`src/rtl/riscv_pkg.sv`:
```
// Shared RISC-V front-end constants: datapath width, default boot address and
// the canonical NOP (addi x0, x0, 0) presented when no instruction is valid.
package riscv_pkg;

  localparam int          XLEN      = 32;
  localparam logic [31:0] RESET_PC  = 32'h0000_0000;
  localparam logic [31:0] INSTR_NOP = 32'h0000_0013;

endpackage

```
`src/rtl/instr_fetch_unit_if.sv`:
```
// Instruction memory read bus: the fetch unit drives request/address and the
// synchronous memory returns data one cycle after each request.
interface instr_fetch_unit_if #(
  parameter int XLEN = riscv_pkg::XLEN
);

  logic            req;
  logic [XLEN-1:0] addr;
  logic [31:0]     rdata;

  modport master (
    output req,
    output addr,
    input  rdata
  );

  modport slave (
    input  req,
    input  addr,
    output rdata
  );

endinterface

```
`src/rtl/fetch_skid_buffer.sv`:
```
// Output register plus one skid entry between instruction memory and decode.
// The output always holds the oldest instruction; flush drops both entries.
module fetch_skid_buffer #(
  parameter int              XLEN     = riscv_pkg::XLEN,
  parameter logic [XLEN-1:0] RESET_PC = riscv_pkg::RESET_PC
) (
  input  logic            clk,
  input  logic            rst,
  input  logic            flush_i,
  input  logic            stall_i,
  input  logic            in_valid_i,
  input  logic [31:0]     in_instr_i,
  input  logic [XLEN-1:0] in_pc_i,
  output logic            out_valid_o,
  output logic [31:0]     out_instr_o,
  output logic [XLEN-1:0] out_pc_o,
  output logic            skid_valid_o
);

  import riscv_pkg::*;

  logic            out_valid_q, out_valid_d;
  logic [31:0]     out_instr_q, out_instr_d;
  logic [XLEN-1:0] out_pc_q, out_pc_d;
  logic            skid_valid_q, skid_valid_d;
  logic [31:0]     skid_instr_q, skid_instr_d;
  logic [XLEN-1:0] skid_pc_q, skid_pc_d;
  logic            deq;

  assign deq = out_valid_q & ~stall_i;

  always_comb begin
    out_valid_d  = out_valid_q;
    out_instr_d  = out_instr_q;
    out_pc_d     = out_pc_q;
    skid_valid_d = skid_valid_q;
    skid_instr_d = skid_instr_q;
    skid_pc_d    = skid_pc_q;
    if (flush_i) begin
      // The PC is kept so decode still sees the last address while invalid
      out_valid_d  = 1'b0;
      skid_valid_d = 1'b0;
    end else if (!out_valid_q || deq) begin
      if (skid_valid_q) begin
        out_valid_d  = 1'b1;
        out_instr_d  = skid_instr_q;
        out_pc_d     = skid_pc_q;
        skid_valid_d = in_valid_i;
        if (in_valid_i) begin
          skid_instr_d = in_instr_i;
          skid_pc_d    = in_pc_i;
        end
      end else if (in_valid_i) begin
        out_valid_d = 1'b1;
        out_instr_d = in_instr_i;
        out_pc_d    = in_pc_i;
      end else begin
        out_valid_d = 1'b0;
      end
    end else if (in_valid_i) begin
      skid_valid_d = 1'b1;
      skid_instr_d = in_instr_i;
      skid_pc_d    = in_pc_i;
    end
  end

  always_ff @(posedge clk or posedge rst) begin
    if (rst) begin
      out_valid_q  <= 1'b0;
      out_instr_q  <= INSTR_NOP;
      out_pc_q     <= RESET_PC;
      skid_valid_q <= 1'b0;
      skid_instr_q <= INSTR_NOP;
      skid_pc_q    <= RESET_PC;
    end else begin
      out_valid_q  <= out_valid_d;
      out_instr_q  <= out_instr_d;
      out_pc_q     <= out_pc_d;
      skid_valid_q <= skid_valid_d;
      skid_instr_q <= skid_instr_d;
      skid_pc_q    <= skid_pc_d;
    end
  end

  assign out_valid_o  = out_valid_q;
  assign out_instr_o  = out_valid_q ? out_instr_q : INSTR_NOP;
  assign out_pc_o     = out_pc_q;
  assign skid_valid_o = skid_valid_q;

endmodule

```
`src/rtl/instr_fetch_unit.sv`:
```
// Fetch stage: owns the fetch PC and in-flight tracking, issues one read per
// cycle while downstream storage can absorb it, and squashes on redirect.
module instr_fetch_unit #(
  parameter int              XLEN     = riscv_pkg::XLEN,
  parameter logic [XLEN-1:0] RESET_PC = riscv_pkg::RESET_PC
) (
  input  logic                clk,
  input  logic                rst,
  instr_fetch_unit_if.master  imem,
  input  logic                stall_i,
  input  logic                redirect_valid_i,
  input  logic [XLEN-1:0]     redirect_target_i,
  output logic                instr_valid_o,
  output logic [31:0]         instr_o,
  output logic [XLEN-1:0]     instr_pc_o,
  output logic [XLEN-1:0]     instr_pc_plus4_o
);

  logic [XLEN-1:0] fpc_q, fpc_d;
  logic [XLEN-1:0] infl_pc_q, infl_pc_d;
  logic            infl_q, infl_d;
  logic            skid_valid;
  logic            deq;
  logic [1:0]      occ;
  logic            req;

  assign deq = instr_valid_o & ~stall_i;
  assign occ = 2'(instr_valid_o) + 2'(skid_valid) + 2'(infl_q);

  // A new read is allowed only if, after this cycle's dequeue, one slot
  // remains free for the word it will return; the fetch stalls before overflow.
  assign req = ~rst & ~redirect_valid_i & ((occ - 2'(deq)) <= 2'd1);

  assign imem.req  = req;
  assign imem.addr = fpc_q;

  always_comb begin
    fpc_d     = fpc_q;
    infl_d    = req;
    infl_pc_d = infl_pc_q;
    if (redirect_valid_i) begin
      fpc_d = redirect_target_i & ~XLEN'(3);
    end else if (req) begin
      fpc_d     = fpc_q + XLEN'(4);
      infl_pc_d = fpc_q;
    end
  end

  always_ff @(posedge clk or posedge rst) begin
    if (rst) begin
      fpc_q     <= RESET_PC;
      infl_q    <= 1'b0;
      infl_pc_q <= RESET_PC;
    end else begin
      fpc_q     <= fpc_d;
      infl_q    <= infl_d;
      infl_pc_q <= infl_pc_d;
    end
  end

  fetch_skid_buffer #(
    .XLEN     (XLEN),
    .RESET_PC (RESET_PC)
  ) u_skid (
    .clk          (clk),
    .rst          (rst),
    .flush_i      (redirect_valid_i),
    .stall_i      (stall_i),
    .in_valid_i   (infl_q & ~redirect_valid_i),
    .in_instr_i   (imem.rdata),
    .in_pc_i      (infl_pc_q),
    .out_valid_o  (instr_valid_o),
    .out_instr_o  (instr_o),
    .out_pc_o     (instr_pc_o),
    .skid_valid_o (skid_valid)
  );

  assign instr_pc_plus4_o = instr_pc_o + XLEN'(4);

endmodule

```
`src/flat_wrapper.sv`:
```
// flat-port wrapper written by rule: the top's interface ports become plain ports
module instr_fetch_unit_flat 
#(
  parameter int              XLEN     = riscv_pkg::XLEN,
  parameter logic [XLEN-1:0] RESET_PC = riscv_pkg::RESET_PC
)
  (clk, rst, stall_i, redirect_valid_i, redirect_target_i, instr_valid_o, instr_o, instr_pc_o, instr_pc_plus4_o, imem_req, imem_addr, imem_rdata);
  instr_fetch_unit_if #(.XLEN(XLEN)) imem_i ();
  input  logic clk;
  input  logic rst;
  input  logic stall_i;
  input  logic redirect_valid_i;
  input  logic [XLEN-1:0] redirect_target_i;
  output logic instr_valid_o;
  output logic [31:0] instr_o;
  output logic [XLEN-1:0] instr_pc_o;
  output logic [XLEN-1:0] instr_pc_plus4_o;
  output wire logic [$bits(imem_i.req)-1:0] imem_req;
  output wire logic [$bits(imem_i.addr)-1:0] imem_addr;
  input wire logic [$bits(imem_i.rdata)-1:0] imem_rdata;
  assign imem_req = imem_i.req;
  assign imem_addr = imem_i.addr;
  assign imem_i.rdata = imem_rdata;
  instr_fetch_unit #(.XLEN(XLEN), .RESET_PC(RESET_PC)) u_core (.clk(clk), .rst(rst), .imem(imem_i), .stall_i(stall_i), .redirect_valid_i(redirect_valid_i), .redirect_target_i(redirect_target_i), .instr_valid_o(instr_valid_o), .instr_o(instr_o), .instr_pc_o(instr_pc_o), .instr_pc_plus4_o(instr_pc_plus4_o));
endmodule
```
`config.mk`:
```
export PLATFORM = sky130hd
export DESIGN_NAME = instr_fetch_unit_flat
export DESIGN_NICKNAME = d
export VERILOG_FILES = /design/src/rtl/riscv_pkg.sv /design/src/rtl/instr_fetch_unit_if.sv /design/src/rtl/fetch_skid_buffer.sv /design/src/rtl/instr_fetch_unit.sv /design/src/flat_wrapper.sv
export SDC_FILE = /design/constraint.sdc
export NUM_CORES = 1
export LEC_CHECK = 0
export CORE_AREA = 2 2 153 170
export CTS_BUF_LIST = sky130_fd_sc_hd__clkbuf_16
export DETAILED_ROUTE_END_ITERATION = 8
export DIE_AREA = 0 0 155 172
export GPL_ROUTABILITY_DRIVEN = 0
export HOLD_SLACK_MARGIN = 0.03
export SYNTH_ARGS = -nofsm -noshare
export SYNTH_HDL_FRONTEND = slang
export SYNTH_HIERARCHICAL = 1
export SYNTH_SLANG_ARGS = --single-unit
export TNS_END_PERCENT = 5
```
`constraint.sdc`:
```
create_clock -name clk -period 13 [get_ports clk]
set_clock_uncertainty 0.05 [all_clocks]
set_input_delay 2.6 -clock clk [delete_from_list [all_inputs] [get_ports clk]]
set_output_delay 2.6 -clock clk [all_outputs]
set_load 0.02 [all_outputs]
```
# ---- Word-level counts from Yosys, hierarchy flattened
# Index checks and enable logic that the tools add are counted.
# Widths: inputs -> output; s select.
dict set report totals {
  in_bits 68
  out_inout_bits 130
  register_bits 195
  word_cells 53
}
dict set report classes {
  eq_ne 1
  muxes 21
  n_addsub 5
  bitwise_logic 7
  n_reduce_logical 9
  magnitude_cmp 1
}
# op count
set ops {}
lappend ops {{$mux 32} 13}
lappend ops {{$add 32x3->32 const B} 2}
lappend ops {{$mux 1} 8}
lappend ops {{$reduce_bool 2->1} 3}
lappend ops {{$and 1x1->1} 4}
lappend ops {{$reduce_and 2->1} 2}
lappend ops {{$not 1->1} 3}
lappend ops {{$reduce_and 3->1} 1}
lappend ops {{$reduce_bool 3->1} 1}
lappend ops {{$add 1x1->2} 1}
lappend ops {{$add 2x1->2} 1}
lappend ops {{$le 2x1->1 const B} 1}
lappend ops {{$ne 2x2->1 const B} 1}
lappend ops {{$sub 2x1->2} 1}
lappend ops {{$logic_not 1->1} 1}
lappend ops {{$logic_or 1x1->1} 1}

# ---- Depth between registers and ports, before layout
dict set report logic_depth {
  ltp_word 7
  depth_mapped 10
  ltp_nobuf 9
}

# ---- Cells and area by module
# Netlist, hierarchy kept.
# module instances cells_per_inst area_each_um2 seq_area_each_um2
set by_module_without_submodules {}
lappend by_module_without_submodules {fetch_skid_buffer 1 387 5851.9 3260.6}
lappend by_module_without_submodules {instr_fetch_unit 1 353 3492.1 1526.5}

# ---- Worst setup path after synthesis
# Ideal clock, no wire load.
dict set report synth_timing {
  kind {input-to-output}
  from {input port stall_i}
  to {output port imem_req}
  path_buffers 2
  cell_stages 9
  arrival_time_ns 4.157
  required_time_ns 10.350
  slack_ns 6.193
  cell_sequence {nor2b_1 -> ha_1 -> inv_1 -> ha_1 -> a21oi_1 -> mux2_2 -> and2_1 -> clkbuf_1 -> buf_2}
}
dict set report synth_via {
  elab_chain_cells 5
}
# item line
set synth_lines {}
lappend synth_lines {{from (decl)} flat_wrapper.sv:11} ;# input logic stall_i;
lappend synth_lines {{$not 1->1} instr_fetch_unit.sv:27} ;# assign deq = instr_valid_o & ~stall_i;
lappend synth_lines {{$and 1x1->1} instr_fetch_unit.sv:27}
lappend synth_lines {{$sub 2x1->2} instr_fetch_unit.sv:32} ;# assign req = ~rst & ~redirect_valid_i & ((occ - 2'(deq)) <= 2'd1);
lappend synth_lines {{$le 2x1->1} instr_fetch_unit.sv:32}
lappend synth_lines {{$and 1x1->1} instr_fetch_unit.sv:32}
lappend synth_lines {{to (decl)} flat_wrapper.sv:18} ;# output wire logic [$bits(imem_i.req)-1:0] imem_req;
# Every way passes these cells.

# ---- Worst setup path in the final report
# Ends and elaborated chain as after synthesis.

==> results.ini <==
[floorplanning]
start_util_pct = 37.4
coreArea_um2 = 25000
dieArea_um2 = 26700
io_pins = 198
die_w_um = 155
die_y_um = 172
fp-row-count = 61

[synth]
synth_top_area_cell = dfrtp_1
yosys-top-cells-count = mux2_2, dfrtp_1, nand2_1
yosys_warnings = 6
synth.most_common_cell = mux2_2
synth_seq_area_share_pct = 51.2
syn_inst = 740
synth_top_area_share_pct = 49.5
synth_seq_cells = 191
yosysUniqueCellTypes = 44
ys.flop_type = dfrtp_1
synth_edf_count = 0
async_flop_share_pct = 100
synthTopCellsByArea = dfrtp_1, mux2_2, xnor2_1
syn-cell-area_um2 = 9340
avgSynthCellArea_um2 = 12.6

[clock_network]
ctsHoldBuffers = 0
clock_sinks = 191
clk-insertion-delay-late_ps = 430
path_clk_slew_ps = 70
htree_num_levels = 4
clk_path_buf_depth = 2
cts_inserted_buffers = 17
post_cts_buffers = 0
cts_tree = done
ctsRootBufferMaster = clkbuf_16
ctsResizeCount = 0

[sta]
min_period_ps = 7920
finalSetupViolCount = 0
fin_crit_sh_pct = 60.9
max_freq_mhz = 126
slew_violations = 0
grt_setup_unrepaired = false
max_slew.worst_pin.slew_ps = 1080
setup_slack_ps = 5080
hold_violations = 0
timing.slew.headroom_pct = 27.9
fin_tns_setup_ps = 0

[cells_and_area]
nNetsFinal = 997
fillers = 2292
n_antenna_cell = 0
drive_above_1_share_pct = 30.2
final_cells = 1253
area_growth_pct = 29.7

[power]
p_total_mw = 1.88
powerDensity_nw_per_um2 = 155
ir_drop_mv = 0.0752
p_leak_nw = 5.06

[place]
placed_cells = 1221
port_buffers = 193
place_hpwl_um = 14600
pre_cts_ws_ps = 5100

[setup_path]
cp-end-kind = primary output
critical_path_arrival_ps = 5270
crit_slowest_cell = mux2_2
cp_slowest_stage_delay_ps = 550
critPathLaunchType = input port
crit_type = input port to primary output
crit_fanout = 23
required_ps = 10350
crit_chain = clkdlybuf4s50_1 -> nor2b_1 -> ha_1 -> inv_1 -> ha_1 -> a21oi_1 -> mux2_2 -> and2_1 -> clkdlybuf4s50_1

[detailed_routing]
wl_met3_um = 963
routed_via_density = 4.95
vias = 6202
first_pass_iters = 4
ant_nets = 0
wl_per_cell_um = 17.2
maxUsedRoutingLayer = met4
detail_route.iter0.violations = 213
wl_met2_um = 9950
wl_met1_um = 10300
drcViolationCount = 0
drt_wl_total_um = 21500

[status]
status = finished clean

[global_route]
grt_max_degree = 83
grtUsageTotal_pct = 16.5
overflow = 0
grt_pass1_wl_um = 34500
antenna_found_initial = 0
first_global_vias = 6221

[hold_path]
hold_class = register to register

[flow_run]
maxCapViolations = 0

==> worst paths after layout <==
kind | startpoint | endpoint | slack [ps] | cells after the start
worst min-delay path | u_core/u_skid/out_instr_q[16] | u_core/u_skid/out_instr_q[16] | 450 | 1
worst max register to register | u_core/u_skid/out_valid_o | u_core/imem.addr[28] | 9750 | 9
worst max-delay path | stall_i | imem_req | 5080 | 9
worst min register to register | u_core/u_skid/out_instr_q[16] | u_core/u_skid/out_instr_q[16] | 450 | 1
max in group asynchronous | rst | u_core/u_skid/skid_valid_o | 8640 | 3
min in group asynchronous | rst | u_core/infl_pc_q[16] | 2570 | 2
==> critical path: cells and delay by family <==
| family | cells | cell delay, ps |
|---|---|---|
| AO/OA/AOI/OAI | 1 | 150 |
| adder cells (fa/ha/maj) | 2 | 530 |
| buffers and inverters | 3 | 1090 |
| multiplexers | 1 | 550 |
| AND/OR/NAND/NOR | 2 | 330 |
==> kinds of logic after synthesis <==
kind of cell	synth area share, %
fa+ha+maj	0.536
other cells	0.0401
compound gates	2.46
simple gates	10.8
flops	51.2
mux	27.6
xor+xnor	4.31
buf+inv	3.01
==> state kept, by name (all words and copies together), names as in the netlist <==
name	count
u_core/u_skid/out_valid_o	1
u_core/imem.addr	30
u_core/infl_q	1
u_core/infl_pc_q	30
u_core/u_skid/out_pc_o	32
u_core/u_skid/skid_instr_q	32
u_core/u_skid/skid_valid_o	1
u_core/u_skid/out_instr_q	32
u_core/u_skid/skid_pc_q	32
==> power by group <==
group | switching [mW] | internal, mW | leakage, nW
Combinational | 0.244 | 0.296 | 2.38
Sequential | 0.112 | 0.702 | 2.38
Clock | 0.251 | 0.275 | 0.292
Total | 0.607 | 1.27 | 5.06
==> per-stage QoR <==
step                      cell area [µm²]  util, %  hold WS (ps)
after CTS                           12100     48.6           454
after detailed placement            11500     46.2           437
after global placement              11500     46.2           431
final                               12100     48.6           452
after floorplan                      9360        -           422
after global routing                12100     48.6           463
==> layout by cell type (no fill, tap or decap), drive strengths merged, types with 2 or more instances in the layout <==
cell type	n
nor2b	7
nand3	20
or3	4
a31oi	8
clkdlybuf4s50	193
xor2	19
dfrtp	185
conb	6
inv	16
nand2	40
o31ai	4
mux2	227
dfstp	6
o21ai	21
nand4	22
buf	9
xnor2	27
clkbuf	17
nor3	7
a21oi	3
ha	4
nor2	22
and2	34
clkinv	6
nand2b	3
or4	6
and3	8
mux2i	2
and4	3
==> final cells by class <==
class | count | area [µm²] | area share, %
clock buffer | 17 | 425 | 3.51
clock inverter | 15 | 173 | 1.42
inverter | 9 | 36.3 | 0.299
multi-input combinational | 504 | 4300 | 35.5
sequential | 191 | 4790 | 39.5
tap | 315 | 394 | 3.25
timing repair buffer | 202 | 2000 | 16.5
==> routing by layer <==
layer | GRT usage, % | vias to the layer above
li1 | - | 2977
met1 | 22.4 | 3063
met2 | 26.4 | 145
met3 | 3.53 | 17
met4 | 5.68 | 0
met5 | 0 | -
(Power assumes the default switching activity.)
==> RTL edit (same flow settings) <==
`XLEN`: 32 -> 48.
--- a/src/rtl/riscv_pkg.sv
+++ b/src/rtl/riscv_pkg.sv
@@ -2,7 +2,7 @@
 // the canonical NOP (addi x0, x0, 0) presented when no instruction is valid.
 package riscv_pkg;
 
-  localparam int          XLEN      = 32;
+  localparam int          XLEN      = 48;
   localparam logic [31:0] RESET_PC  = 32'h0000_0000;
   localparam logic [31:0] INSTR_NOP = 32'h0000_0013;
 
Ports: changed (resized imem_addr, instr_pc_o, instr_pc_plus4_o and redirect_target_i); port bits go from 198 to 262. The function was not compared with the original's and may differ.
==> RTL edit against the unedited design <==
Setup slack lost 280 ps. Area after synthesis grew 37%. Routed wire length increased by 46%. Sequential cell count is 64 higher. Total power up 33%. Critical path depth grew 1. Cell area increased by 35%.
==> RTL edit: results (changes against the unedited design) <==
\begin{tabular}{lr}
\hline
Metric & Value \\
\hline
\multicolumn{2}{l}{\textbf{Outcome}} \\
\quad Run status & finished clean \\
\multicolumn{2}{l}{\textbf{Pwr}} \\
\quad Worst vdd rail ir drop & 110 uV (+46\%) \\
\quad Standby leakage power & 7.20 nW (+42\%) \\
\multicolumn{2}{l}{\textbf{Setup path}} \\
\quad Highest-delay cell along the critical path & sky130\_fd\_sc\_hd\_\_clkdlybuf4s50\_1 \\
\quad Worst reg-to-reg path cell count & 10 (+1) \\
\quad Critical path arrival & 5550 ps (+280 ps) \\
\quad Maximum net fanout on the critical path & 46 (+100\%) \\
\quad Worst R2R End & u\_core/imem.addr[23] \\
\multicolumn{2}{l}{\textbf{Yosys}} \\
\quad Adder and majority gate portion of the synthesized area & 0.392\% (-0.14 points) \\
\quad Post-synthesis sequential area ratio & 50.0\% (-1.2 points) \\
\quad Average instance area after synthesis & 11.2 um\^{}2 (-11\%) \\
\quad Compound-gate portion of the synthesized area & 3.05\% (+0.58 points) \\
\quad Multiplexer share of the synthesized area & 22.1\% (-5.5 points) \\
\multicolumn{2}{l}{\textbf{GRT}} \\
\quad Antenna violations before repair & 1 (+1) \\
\quad First-pass GRT wire length & 50.0 mm (+45\%) \\
\multicolumn{2}{l}{\textbf{Placement}} \\
\quad Placed instance count & 1664 (+36\%) \\
\quad Pre-CTS setup slack & 4790 ps (-313 ps) \\
\quad Port buffer count & 257 (+33\%) \\
\multicolumn{2}{l}{\textbf{Clocking}} \\
\quad Depth of the CTS H-tree & 1 (-3) \\
\quad Worst skew pair latency & 530 ps (+100 ps) \\
\multicolumn{2}{l}{\textbf{Layout}} \\
\quad FF+latch area & 6390 um\^{}2 (+33\%) \\
\quad Number of fill cells & 2057 (-10\%) \\
\quad Area added between synthesis and finish & 28.5\% \\
\multicolumn{2}{l}{\textbf{Routing}} \\
\quad Average wire per standard cell & 18.4 um (+7.0\%) \\
\multicolumn{2}{l}{\textbf{STA}} \\
\quad Final Critical Period & 8200 ps (+281 ps) \\
\quad Slew Limit Headroom & 31.1\% (+3.2 points) \\
\hline
\end{tabular}
[RTL edit: cell types whose count changed after synthesis, sizes merged, moves of 8 or more]
cell / unedited run / this run
clkbuf: 16 / 37
nor3: 7 / 23
o21ai: 21 / 38
dfrtp: 185 / 249
nor4: 0 / 18
and4: 3 / 12
nand3: 20 / 33
xor2: 19 / 28
nand2: 40 / 202
inv: 9 / 17
xnor2: 27 / 45
mux2: 227 / 243
[RTL edit: power by group]
group          internal [mW]  leakage [nW]  switching (mW)
Sequential             0.921          3.25           0.136
Clock                  0.478         0.478           0.313
Combinational          0.356          3.47           0.305
Total                   1.75          7.20           0.754
[RTL edit: metal layers]
metal	global-route usage [%]	wire length, um	vias to the layer above
li1	-	-	4435
met1	32.6	14400	4662
met2	39.5	15300	231
met3	3.48	1540	27
met4	3.90	295	0
met5	0	0	-
